--- src/rtl/keypad_scanner_pkg.sv ---
// Shared keypad definitions: debounce states and one-hot {row,col} key codes
// used by the scanner, its bench and the downstream keypad FSM.
package keypad_pkg;

  typedef enum logic [1:0] {IDLE, PRESS_DB, HELD, REL_DB} db_state_e;

  localparam logic [7:0] NO_KEY = 8'd0;

  // Layout: R0 = 1 2 3 A, R1 = 4 5 6 B, R2 = 7 8 9 C, R3 = * 0 # D
  localparam logic [7:0] KEY_1        = 8'b1000_1000;
  localparam logic [7:0] KEY_7        = 8'b0010_1000;
  localparam logic [7:0] KEY_9        = 8'b0010_0010;
  localparam logic [7:0] KEY_A        = 8'b1000_0001;
  localparam logic [7:0] KEY_B        = 8'b0100_0001;
  localparam logic [7:0] KEY_D        = 8'b0001_0001;
  localparam logic [7:0] KEY_SUBMIT   = 8'b0001_0010;
  localparam logic [7:0] KEY_CLEAR    = 8'b0001_1000;
  localparam logic [7:0] KEY_GAME_END = 8'b0010_0001;

  function automatic logic [7:0] key_code(input int unsigned row, input int unsigned col);
    logic [3:0] top;
    top = 4'b1000;
    return {top >> row, top >> col};
  endfunction

endpackage

--- src/rtl/keypad_scanner_if.sv ---
// Keypad pin and key-event bundle; master is the scanner, slave the pads/consumer.
interface keypad_scanner_if;
  logic [3:0] col_in;
  logic [3:0] row_out;
  logic [7:0] cur_key;
  logic       strobe;

  modport master (input col_in, output row_out, output cur_key, output strobe);
  modport slave  (output col_in, input row_out, input cur_key, input strobe);
endinterface

--- src/rtl/keypad_scanner_sync.sv ---
// WIDTH-bit two-flop synchronizer for asynchronous pad inputs.
module keypad_sync #(
  parameter int WIDTH = 4
) (
  input  logic             clk,
  input  logic             nRst,
  input  logic [WIDTH-1:0] din,
  output logic [WIDTH-1:0] dout
);
  logic [WIDTH-1:0] meta_q, sync_q;

  always_ff @(posedge clk or negedge nRst) begin
    if (!nRst) begin
      meta_q <= '0;
      sync_q <= '0;
    end else begin
      meta_q <= din;
      sync_q <= meta_q;
    end
  end

  assign dout = sync_q;
endmodule

--- src/rtl/keypad_scanner.sv ---
// 4x4 keypad row scanner with whole-scan debounce and ghost rejection;
// emits the accepted one-hot key code and a single-cycle press strobe.
module keypad_scanner
  import keypad_pkg::*;
#(
  parameter int SCAN_DIV       = 100,
  parameter int DEBOUNCE_SCANS = 4
) (
  input logic              clk,
  input logic              nRst,
  keypad_scanner_if.master kp
);
  localparam int DW = $clog2(SCAN_DIV);
  localparam int CW = $clog2(DEBOUNCE_SCANS + 1);
  localparam logic [DW-1:0] DIV_LAST = DW'(SCAN_DIV - 1);
  localparam logic [CW-1:0] CNT_LAST = CW'(DEBOUNCE_SCANS - 1);

  logic [3:0]      col_s;
  logic [DW-1:0]   div_q, div_d;
  logic [3:0]      row_q, row_d;
  logic [3:0][3:0] cap_q, cap_d, full;
  db_state_e       state_q, state_d;
  logic [7:0]      key_q, key_d;
  logic [CW-1:0]   cnt_q, cnt_d;
  logic [7:0]      cur_key_q, cur_key_d;
  logic            strobe_q, strobe_d;
  logic            sample, scan_end, accept, rel;
  logic [4:0]      pop;
  logic [3:0]      rows_any, cols_any;
  logic [7:0]      cand;

  keypad_sync #(.WIDTH(4)) u_sync (
    .clk  (clk),
    .nRst (nRst),
    .din  (kp.col_in),
    .dout (col_s)
  );

  assign sample   = (div_q == DIV_LAST);
  assign scan_end = sample && row_q[0];

  always_comb begin
    div_d = sample ? '0 : div_q + 1'b1;
    row_d = sample ? {row_q[0], row_q[3:1]} : row_q;
  end

  // cap_q[i] holds the columns seen while row_q[i] was driven; the live row
  // is patched in so the full 16-bit picture is ready on the R3 sample cycle.
  always_comb begin
    cap_d    = cap_q;
    full     = cap_q;
    rows_any = '0;
    cols_any = '0;
    for (int i = 0; i < 4; i++) begin
      if (row_q[i]) full[i] = col_s;
      if (sample && row_q[i]) cap_d[i] = col_s;
      rows_any[i] = |full[i];
      cols_any    = cols_any | full[i];
    end
    pop  = 5'($countones(full));
    cand = (pop == 5'd1) ? {rows_any, cols_any} : NO_KEY;
  end

  always_comb begin
    state_d = state_q;
    key_d   = key_q;
    cnt_d   = cnt_q;
    accept  = 1'b0;
    rel     = 1'b0;
    if (scan_end) begin
      case (state_q)
        IDLE: begin
          if (cand != NO_KEY) begin
            key_d = cand;
            if (DEBOUNCE_SCANS == 1) begin
              state_d = HELD;
              cnt_d   = '0;
              accept  = 1'b1;
            end else begin
              state_d = PRESS_DB;
              cnt_d   = CW'(1);
            end
          end
        end
        PRESS_DB: begin
          if (cand == key_q) begin
            if (cnt_q == CNT_LAST) begin
              state_d = HELD;
              cnt_d   = '0;
              accept  = 1'b1;
            end else begin
              cnt_d = cnt_q + 1'b1;
            end
          end else if (cand != NO_KEY) begin
            key_d = cand;
            cnt_d = CW'(1);
          end else begin
            state_d = IDLE;
            cnt_d   = '0;
          end
        end
        HELD: begin
          // Any change, including a second key (ghost -> cand 0), starts release.
          if (cand != key_q) begin
            if (DEBOUNCE_SCANS == 1) begin
              state_d = IDLE;
              rel     = 1'b1;
            end else begin
              state_d = REL_DB;
              cnt_d   = CW'(1);
            end
          end
        end
        REL_DB: begin
          if (cand == key_q) begin
            state_d = HELD;
            cnt_d   = '0;
          end else if (cnt_q == CNT_LAST) begin
            state_d = IDLE;
            cnt_d   = '0;
            rel     = 1'b1;
          end else begin
            cnt_d = cnt_q + 1'b1;
          end
        end
        default: state_d = IDLE;
      endcase
    end
    strobe_d  = accept;
    cur_key_d = accept ? key_d : (rel ? NO_KEY : cur_key_q);
  end

  always_ff @(posedge clk or negedge nRst) begin
    if (!nRst) begin
      div_q     <= '0;
      row_q     <= 4'b1000;
      cap_q     <= '0;
      state_q   <= IDLE;
      key_q     <= NO_KEY;
      cnt_q     <= '0;
      cur_key_q <= NO_KEY;
      strobe_q  <= 1'b0;
    end else begin
      div_q     <= div_d;
      row_q     <= row_d;
      cap_q     <= cap_d;
      state_q   <= state_d;
      key_q     <= key_d;
      cnt_q     <= cnt_d;
      cur_key_q <= cur_key_d;
      strobe_q  <= strobe_d;
    end
  end

  assign kp.row_out = row_q;
  assign kp.cur_key = cur_key_q;
  assign kp.strobe  = strobe_q;
endmodule

--- src/flat_wrapper.sv ---
// flat-port wrapper written by rule: the top's interface ports become plain ports
module keypad_scanner_flat import keypad_pkg::*;
#(
  parameter int SCAN_DIV       = 100,
  parameter int DEBOUNCE_SCANS = 4
)
  (clk, nRst, kp_col_in, kp_row_out, kp_cur_key, kp_strobe);
  keypad_scanner_if kp_i ();
  input logic clk;
  input logic nRst;
  input wire logic [$bits(kp_i.col_in)-1:0] kp_col_in;
  output wire logic [$bits(kp_i.row_out)-1:0] kp_row_out;
  output wire logic [$bits(kp_i.cur_key)-1:0] kp_cur_key;
  output wire logic [$bits(kp_i.strobe)-1:0] kp_strobe;
  assign kp_i.col_in = kp_col_in;
  assign kp_row_out = kp_i.row_out;
  assign kp_cur_key = kp_i.cur_key;
  assign kp_strobe = kp_i.strobe;
  keypad_scanner #(.SCAN_DIV(SCAN_DIV), .DEBOUNCE_SCANS(DEBOUNCE_SCANS)) u_core (.clk(clk), .nRst(nRst), .kp(kp_i));
endmodule
--- config.mk ---
export PLATFORM = sky130hd
export DESIGN_NAME = keypad_scanner_flat
export DESIGN_NICKNAME = d
export VERILOG_FILES = /design/src/rtl/keypad_scanner_pkg.sv /design/src/rtl/keypad_scanner_if.sv /design/src/rtl/keypad_scanner_sync.sv /design/src/rtl/keypad_scanner.sv /design/src/flat_wrapper.sv
export SDC_FILE = /design/constraint.sdc
export NUM_CORES = 1
export LEC_CHECK = 0
export CAP_MARGIN = 20
export CORE_MARGIN = 1.5
export CORE_UTILIZATION = 58
export CTS_CLUSTER_DIAMETER = 40
export CTS_CLUSTER_SIZE = 30
export DETAILED_ROUTE_END_ITERATION = 6
export DONT_BUFFER_PORTS = 1
export GPL_ROUTABILITY_DRIVEN = 0
export HOLD_SLACK_MARGIN = 0.08
export MAX_ROUTING_LAYER = met4
export PLACE_DENSITY = 0.76
export SLEW_MARGIN = 40
export SYNTH_ARGS = -nofsm -noshare
export SYNTH_HDL_FRONTEND = slang
export SYNTH_SLANG_ARGS = --single-unit
--- constraint.sdc ---
create_clock -name clk -period 6.4 [get_ports clk]
set_input_delay 1.28 -clock clk [delete_from_list [all_inputs] [get_ports clk]]
set_output_delay 1.28 -clock clk [all_outputs]
set_load 0.01 [all_outputs]
==> impl_metrics.py, run 1 <==
metrics = {
    "power": {
        "power_density_nw_per_um2": 175,
        "power_leakage_nw": 1.97,
        "cellInternalPower_mw": 0.515,
        "p_clk_share_pct": 45.1,
        "swShare_pct": 23.3,
        "seqPwrFrac_pct": 54.7,
        "power_switching_mw": 0.156,
        "share_comb_of_total_power_pct": 0.2,
        "ir_worst_vdd_uv": 169,
    },
    "place": {
        "post-dp-hpwl_um": 5090,
        "dp.cells": 426,
        "portBuffers": 0,
        "place_ws_ns": -0.123,
    },
    "route": {
        "drc_errors": 0,
        "wl_um": 7080,
        "wire_per_inst_um": 15.9,
        "drt_first_pass_iters": 4,
        "viasPerCell": 5.77,
        "via_count": 2561,
        "ant_nets": 0,
        "drtIter0Drc": 133,
    },
    "worst_setup_path": {
        "crit_start": "u_core.kp.row_out[3]$_DFFE_PN1N_",
        "path_max_fanout": 7,
        "endpoint_kind": "flop",
        "path_cells": "nor2b_1, a21oi_1, inv_1, ha_1, inv_1, fa_1, fa_1, fa_1, inv_1, fa_1, ha_1, fa_1, nor4b_4, o21ai_4, a211oi_2, xor2_1, or4_4, or2_4, or4_1, a31oi_1",
        "cpMostUsedCell": "fa_1",
        "crit_required_ns": 6.66,
        "r2r_slack_ns": 0.31,
        "path_class": "reg -> reg",
        "reg2reg_to": "u_core.cnt_q[2]$_DFFE_PN0P_",
        "critical-path-top-delay-family": "adder cells",
        "start_kind": "flop",
        "r2r_cells": 20,
        "slowest_stage": "dfstp_2",
        "worstReg2RegStart": "u_core.kp.row_out[3]$_DFFE_PN1N_",
        "cp.depth": 20,
        "crit_arrival_ns": 6.35,
        "cpPeakStageDelay_ns": 0.57,
        "worst-path-buf-inv": 3,
    },
    "timing": {
        "fin_crit_sh_pct": 95.1,
        "clock.fmax_mhz": 164,
        "worst_slew_pin_slew_ns": 0.705,
        "skew_ns": 0.00980,
        "setup_violations": 0,
        "slew_viol_final": 0,
        "holdWs_ns": 0.355,
        "hold_violations": 0,
        "worst_slack_ns": 0.313,
        "fin_crit_ns": 6.09,
        "slew_headroom_pct": 53.0,
    },
    "final_layout": {
        "areaGrowthSynthToFinish_pct": 11.4,
        "drive_gt1_share_pct": 16.4,
        "n_antenna_cell": 0,
        "stdcell_count": 444,
        "nNetsFinal": 407,
    },
    "floorplan": {
        "core.rowCount": 27,
        "die_h_um": 80.0,
        "chipWidth_um": 80.0,
        "ioPinCount": 19,
        "die_area_um2": 6390,
        "coreArea_um2": 5610,
        "start_util_pct": 61.2,
    },
    "grt": {
        "overflow": 0,
        "grt_usage_pct": 25.7,
        "antenna_found_initial": 0,
        "grtUsageMet3_pct": 6.40,
        "grt_max_degree": 58,
        "grt_busiest_layer": "met2",
        "grt_pass1_vias": 2591,
        "met1_usage_pct": 31.2,
        "grt_pass1_wl_um": 12100,
        "met2_usage_pct": 40.8,
    },
    "synth": {
        "synth_seq_cells": 57,
        "syn_inst": 354,
        "synthFlopType": "dfrtp_1",
        "synthTopCellsByArea": "dfrtp_1, ha_1, fa_1",
        "synth_top_area_share_pct": 40.8,
        "yosysTopAreaCell": "dfrtp_1",
        "synth_cell_types": 46,
        "seq_area_frac_synth_pct": 41.6,
        "synth_edf_count": 0,
        "synth-async-reset-ratio_pct": 100,
        "synthTopCellsByCount": "dfrtp_1, inv_1, nand2_1",
        "netlist_area_um2": 3430,
        "syn_avg_cell_area_um2": 9.70,
        "syn_nets": 394,
        "post-synth-top-count-cell": "dfrtp_1",
        "ys.warnings.count": 0,
    },
    "clocking": {
        "cts_buffers": 9,
        "hold_buffers": 0,
        "cts_tree": "yes",
        "clk_pin_slew_ns": 0.07,
        "insertion_delay_ns": 0.34,
        "cts_sinks": 57,
        "clockBufferDepth": 2,
        "htreeDepth": 3,
        "root_buffer": "clkbuf_8",
    },
    "hold_path": {
        "min_to": "u_core.u_sync.dout[3]$_DFF_PN0_",
        "hold_path_depth": 0,
        "hp-start": "u_core.u_sync.meta_q[3]$_DFF_PN0_",
        "hold_path.class": "reg -> reg",
    },
    "job": {
        "cap_violations": 0,
    },
    "outcome": {
        "status": "completed",
    },
}
==> metrics by stage <==
stage	TNS, ns	power, mW	util [%]	instance area, um^2
finish	0	0.671	68.2	3820
global route	-0.00467	0.693	68.2	3820
CTS	0	0.675	67.1	3760
detailed placement	-0.321	0.375	63.7	3570
global placement	0	0.374	63.7	3570
floorplan	0	0.373	-	3430
==> routing by layer <==
layer | part of all wire, % | vias up | wire length, um
met3 | 5.8 | 20 | 414
met5 | 0 | - | 0
met4 | 2.9 | 0 | 207
met2 | 47 | 87 | 3360
met1 | 44 | 1225 | 3100
li1 | - | 1229 | -
==> flip-flops by register name, summed over array words and instances (netlist names), named ones only <==
| name | flops |
|---|---|
| u_core.cnt_q | 3 |
| u_core.kp.cur_key | 8 |
| u_core.key_q | 8 |
| u_core.div_q | 7 |
| u_core.u_sync.meta_q | 4 |
| u_core.kp.row_out | 4 |
| u_core.state_q | 1 |
| u_core.cap_q | 16 |
| u_core.u_sync.dout | 4 |
| u_core.kp.strobe | 1 |
==> cell usage in the layout (no fill, tap or decap), types with 2 or more instances in the layout <==
cell type	netlist	final
dfrtp_1	56	53
inv_1	52	52
nand2_1	42	42
ha_1	23	23
nor2b_1	18	18
a21oi_1	21	18
buf_4	0	15
nand3_1	13	13
mux2_2	12	12
nor2_1	11	11
fa_1	11	11
clkbuf_8	0	10
o221ai_1	8	8
xnor2_1	6	6
xor2_1	5	5
o21ai_0	5	5
and3_1	4	4
nor4_1	4	4
a32o_1	4	4
a22o_1	4	4
a21oi_2	0	3
o31a_1	3	3
a211oi_1	5	3
o22ai_1	3	3
or4_1	3	3
dfrtp_2	0	3
o21ai_4	1	2
and2_1	2	2
or4_4	2	2
nand3b_1	2	2
a31oi_1	2	2
clkinv_2	0	2
clkinvlp_4	0	2
==> repair_timing <==
item	4_1_cts	5_1_grt
setup buffers	0	2
resized for setup	3	11
pin swaps	0	2
endpoints found under the setup margin	11	22
hold endpoints to repair	0	0
==> logic make-up (layout without fill, tap and decap cells) <==
logic type	after synthesis	count (layout)	synth area share, %
compound gates	62	62	12.6
flops	57	57	41.6
buf+inv	67	85	7.47
fa+ha+maj	34	34	14.8
simple gates	110	110	16.5
mux	13	13	4.23
xor+xnor	11	11	2.81
==> final cells by class <==
cell class / count / area [um^2]
multi-input cells: 230 / 1810
fillers: 424 / 1780
flip-flops and latches: 57 / 1430
inverters: 53 / 199
clock buffers: 10 / 138
repair buffers: 16 / 118
well taps: 72 / 90.1
clock inverters: 6 / 42.5
==> worst register-to-register path, cell delays in order (launching register included) <==
cell	delay [ns]
dfstp_2	0.57
nor2b_1	0.08
a21oi_1	0.20
inv_1	0.07
ha_1	0.19
inv_1	0.07
fa_1	0.42
fa_1	0.47
fa_1	0.54
inv_1	0.05
fa_1	0.48
ha_1	0.24
fa_1	0.48
nor4b_4	0.28
o21ai_4	0.17
a211oi_2	0.24
xor2_1	0.10
or4_4	0.52
or2_4	0.28
or4_1	0.40
a31oi_1	0.17
==> how the worst max path moves through the flow <==
stage | endpoint | slack (ns)
detailed placement | u_core.cnt_q[2]$_DFFE_PN0P_ | -0.12
floorplan | u_core.cnt_q[2]$_DFFE_PN0P_ | 0.20
global route | u_core.cnt_q[2]$_DFFE_PN0P_ | -0.005
finish | u_core.cnt_q[2]$_DFFE_PN0P_ | 0.31
CTS | u_core.cnt_q[2]$_DFFE_PN0P_ | 0.05
global placement | u_core.cnt_q[2]$_DFFE_PN0P_ | 0.02
==> power by group through the flow <==
| stage | Sequential (mW) | Clock [mW] | Combinational (mW) |
|---|---|---|---|
| 6_report | 0.367 | 0.303 | 0.00112 |
| 2_1_floorplan | 0.370 | 0 | 0.00277 |
| 4_1_cts | 0.367 | 0.308 | 0.00115 |
| 5_1_grt | 0.367 | 0.325 | 0.00122 |
| 3_5_place_dp | 0.373 | 0 | 0.00115 |
| 3_3_place_gp | 0.373 | 0 | 0.00118 |
Power figures use the tool's default switching activity.
==> run 2: changes to the inputs <==
CAP_MARGIN = 0   (was 20)
==> results of run 2 <==
The final DEF is identical to that of run 1; final timing and power are the same.
==> run 3: changes to the inputs <==
CORE_UTILIZATION = 60   (was 58)
CTS_BUF_LIST = sky130_fd_sc_hd__clkbuf_4   (was default)
GPL_TIMING_DRIVEN = 0   (was default)
PLACE_DENSITY = 0.79   (was 0.76)
==> impl_metrics.py, run 3 (synthesis results as in run 1) <==
metrics = {
    "power": {
        "p_clk_share_pct": 42.6,
        "cellInternalPower_mw": 0.485,
        "share_comb_of_total_power_pct": 0,
        "power_leakage_nw": 1.97,
        "ir_worst_vdd_uv": 221,
        "total_power_mw": 0.640,
        "seqPwrFrac_pct": 57.4,
        "power_density_nw_per_um2": 164,
        "power_switching_mw": 0.156,
        "swShare_pct": 24.3,
    },
    "final_layout": {
        "final_core_util_pct": 70.8,
        "layout_common_cells": "dfrtp_1, inv_1, nand2_1",
        "final_common_cell": "dfrtp_1",
        "n_antenna_cell": 0,
        "nNetsFinal": 411,
        "largest_register_ffs": 16,
        "n_fill_cell": 398,
        "areaGrowthSynthToFinish_pct": 13.4,
        "drive_gt1_share_pct": 22.3,
        "top_register": "u_core.cap_q",
    },
    "clocking": {
        "htreeDepth": 3,
        "root_buffer": "clkbuf_4",
        "cts_tree": "yes",
        "cts_buffers": 9,
        "cts_sinks": 57,
        "hold_buffers": 0,
        "clk_pin_slew_ns": 0.12,
        "clockBufferDepth": 2,
        "insertion_delay_ns": 0.42,
    },
    "floorplan": {
        "start_util_pct": 62.4,
        "chipWidth_um": 78.7,
        "core.rowCount": 27,
        "die_h_um": 78.7,
        "die_area_um2": 6190,
        "ioPinCount": 19,
        "coreArea_um2": 5510,
    },
    "place": {
        "portBuffers": 0,
        "post-dp-hpwl_um": 5010,
    },
    "timing": {
        "slew_headroom_pct": 58.8,
        "clock.fmax_mhz": 161,
        "fin_crit_ns": 6.21,
        "grt_setup_unrepaired": "true",
        "fin_crit_sh_pct": 97.0,
        "slew_viol_final": 0,
        "hold_violations": 0,
        "setup_violations": 0,
        "worst_slew_pin_slew_ns": 0.617,
        "skew_ns": 0.0126,
    },
    "route": {
        "wire_per_inst_um": 16.0,
        "via_count": 2603,
        "drtIter0Drc": 133,
        "wl_um": 7170,
        "ant_nets": 0,
        "drc_errors": 0,
        "viasPerCell": 5.81,
        "drt_first_pass_iters": 5,
    },
    "worst_setup_path": {
        "crit_arrival_ns": 6.56,
        "crit_required_ns": 6.75,
        "path_class": "reg -> reg",
        "path_max_fanout": 6,
        "start_kind": "flop",
        "slowest_stage": "dfstp_2",
        "cpMostUsedCell": "fa_1",
        "path_cells": "buf_6, buf_4, a21oi_2, inv_1, ha_2, inv_2, fa_1, fa_1, fa_1, inv_1, fa_1, ha_2, fa_1, nor4b_2, o21ai_2, buf_4, nor2_4, a21oi_2, or4_4, or2_4, or4_1, a31oi_1",
        "cpPeakStageDelay_ns": 0.59,
        "endpoint_kind": "flop",
    },
    "grt": {
        "overflow": 0,
        "grt_pass1_vias": 2646,
        "grt_pass1_wl_um": 12000,
        "antenna_found_initial": 0,
        "grt_usage_pct": 26.2,
        "grt_max_degree": 58,
    },
    "outcome": {
        "status": "completed",
    },
    "job": {
        "cap_violations": 0,
    },
    "hold_path": {
        "hold_path.class": "reg -> reg",
    },
}
run 3: changes by cell type in the layout (fill, tap and decap cells not counted), sizes merged:
cell      previous run  this run
bufinv               0         1
clkbuf              10        13
clkinvlp             2         1
inv                 53        54
run 3: metrics by stage:
stage               TNS, ns  area (um^2)  setup WS, ns  hold slack [ns]  std cells
floorplan                 0         3430         0.200            0.331        354
global placement      -6.91         3520        -0.364            0.333        426
detailed placement    -7.99         3520        -0.427            0.335        426
CTS                       0         3720        0.0275            0.360        445
global route         -0.162         3900       -0.0437            0.369        448
finish                    0         3900         0.192            0.357        448
run 3: layout make-up:
| cell class | instances | area [um^2] | area share [%] |
|---|---|---|---|
| buffer | 10 | 82.6 | 2.12 |
| tap | 72 | 90.1 | 2.31 |
| clock buffer | 9 | 67.6 | 1.73 |
| sequential | 57 | 1430 | 36.7 |
| clock inverter | 7 | 77.6 | 1.99 |
| timing repair buffer | 10 | 75.1 | 1.93 |
| inverter | 53 | 199 | 5.11 |
| multi-input combinational | 230 | 1870 | 48.1 |
run 3: final timing paths:
path | start | to | slack (ns) | depth (start not counted)
setup / recovery | u_core.kp.row_out[3]$_DFFE_PN1N_ | u_core.cnt_q[2]$_DFFE_PN0P_ | 0.19 | 22
max in group asynchronous | nRst | u_core.kp.row_out[3]$_DFFE_PN1N_ | 5.68 | 0
setup reg to reg | u_core.kp.row_out[3]$_DFFE_PN1N_ | u_core.cnt_q[2]$_DFFE_PN0P_ | 0.19 | 22
min in group asynchronous | nRst | u_core.state_q[0]$_DFFE_PN0P_ | 0.53 | 0
hold reg to reg | u_core.u_sync.meta_q[2]$_DFF_PN0_ | u_core.u_sync.dout[2]$_DFF_PN0_ | 0.36 | 0
hold / removal | u_core.u_sync.meta_q[2]$_DFF_PN0_ | u_core.u_sync.dout[2]$_DFF_PN0_ | 0.36 | 0
run 3: power groups by stage:
stage               clock network (mW)  registers [mW]  logic, mW
floorplan                            0           0.370    0.00277
global placement                     0           0.370    0.00424
detailed placement                   0           0.370    0.00435
CTS                              0.278           0.363    0.00439
global route                     0.293           0.368   0.000232
finish                           0.273           0.367   0.000232
run 3: routing by layer:
layer / wire length [um] / track usage, %
met1: 2870 / 28.8
met4: 273 / 13.2
met5: 0 / -
met3: 332 / 5.93
met2: 3700 / 44.5
run 3: repair_timing:
| action | CTS | global route |
|---|---|---|
| pin swaps | 2 | 17 |
| gates resized for setup | 7 | 52 |
| setup endpoints to repair | 22 | 22 |
| setup buffers | 3 | 7 |
run 3: worst max-delay path, delay by kind of cell, from the launching register on:
family / cells / cell delay (ns)
simple gates: 5 / 1.70
fa+ha+maj: 7 / 2.78
flops: 1 / 0.59
compound gates: 4 / 0.47
buf+inv: 6 / 0.61
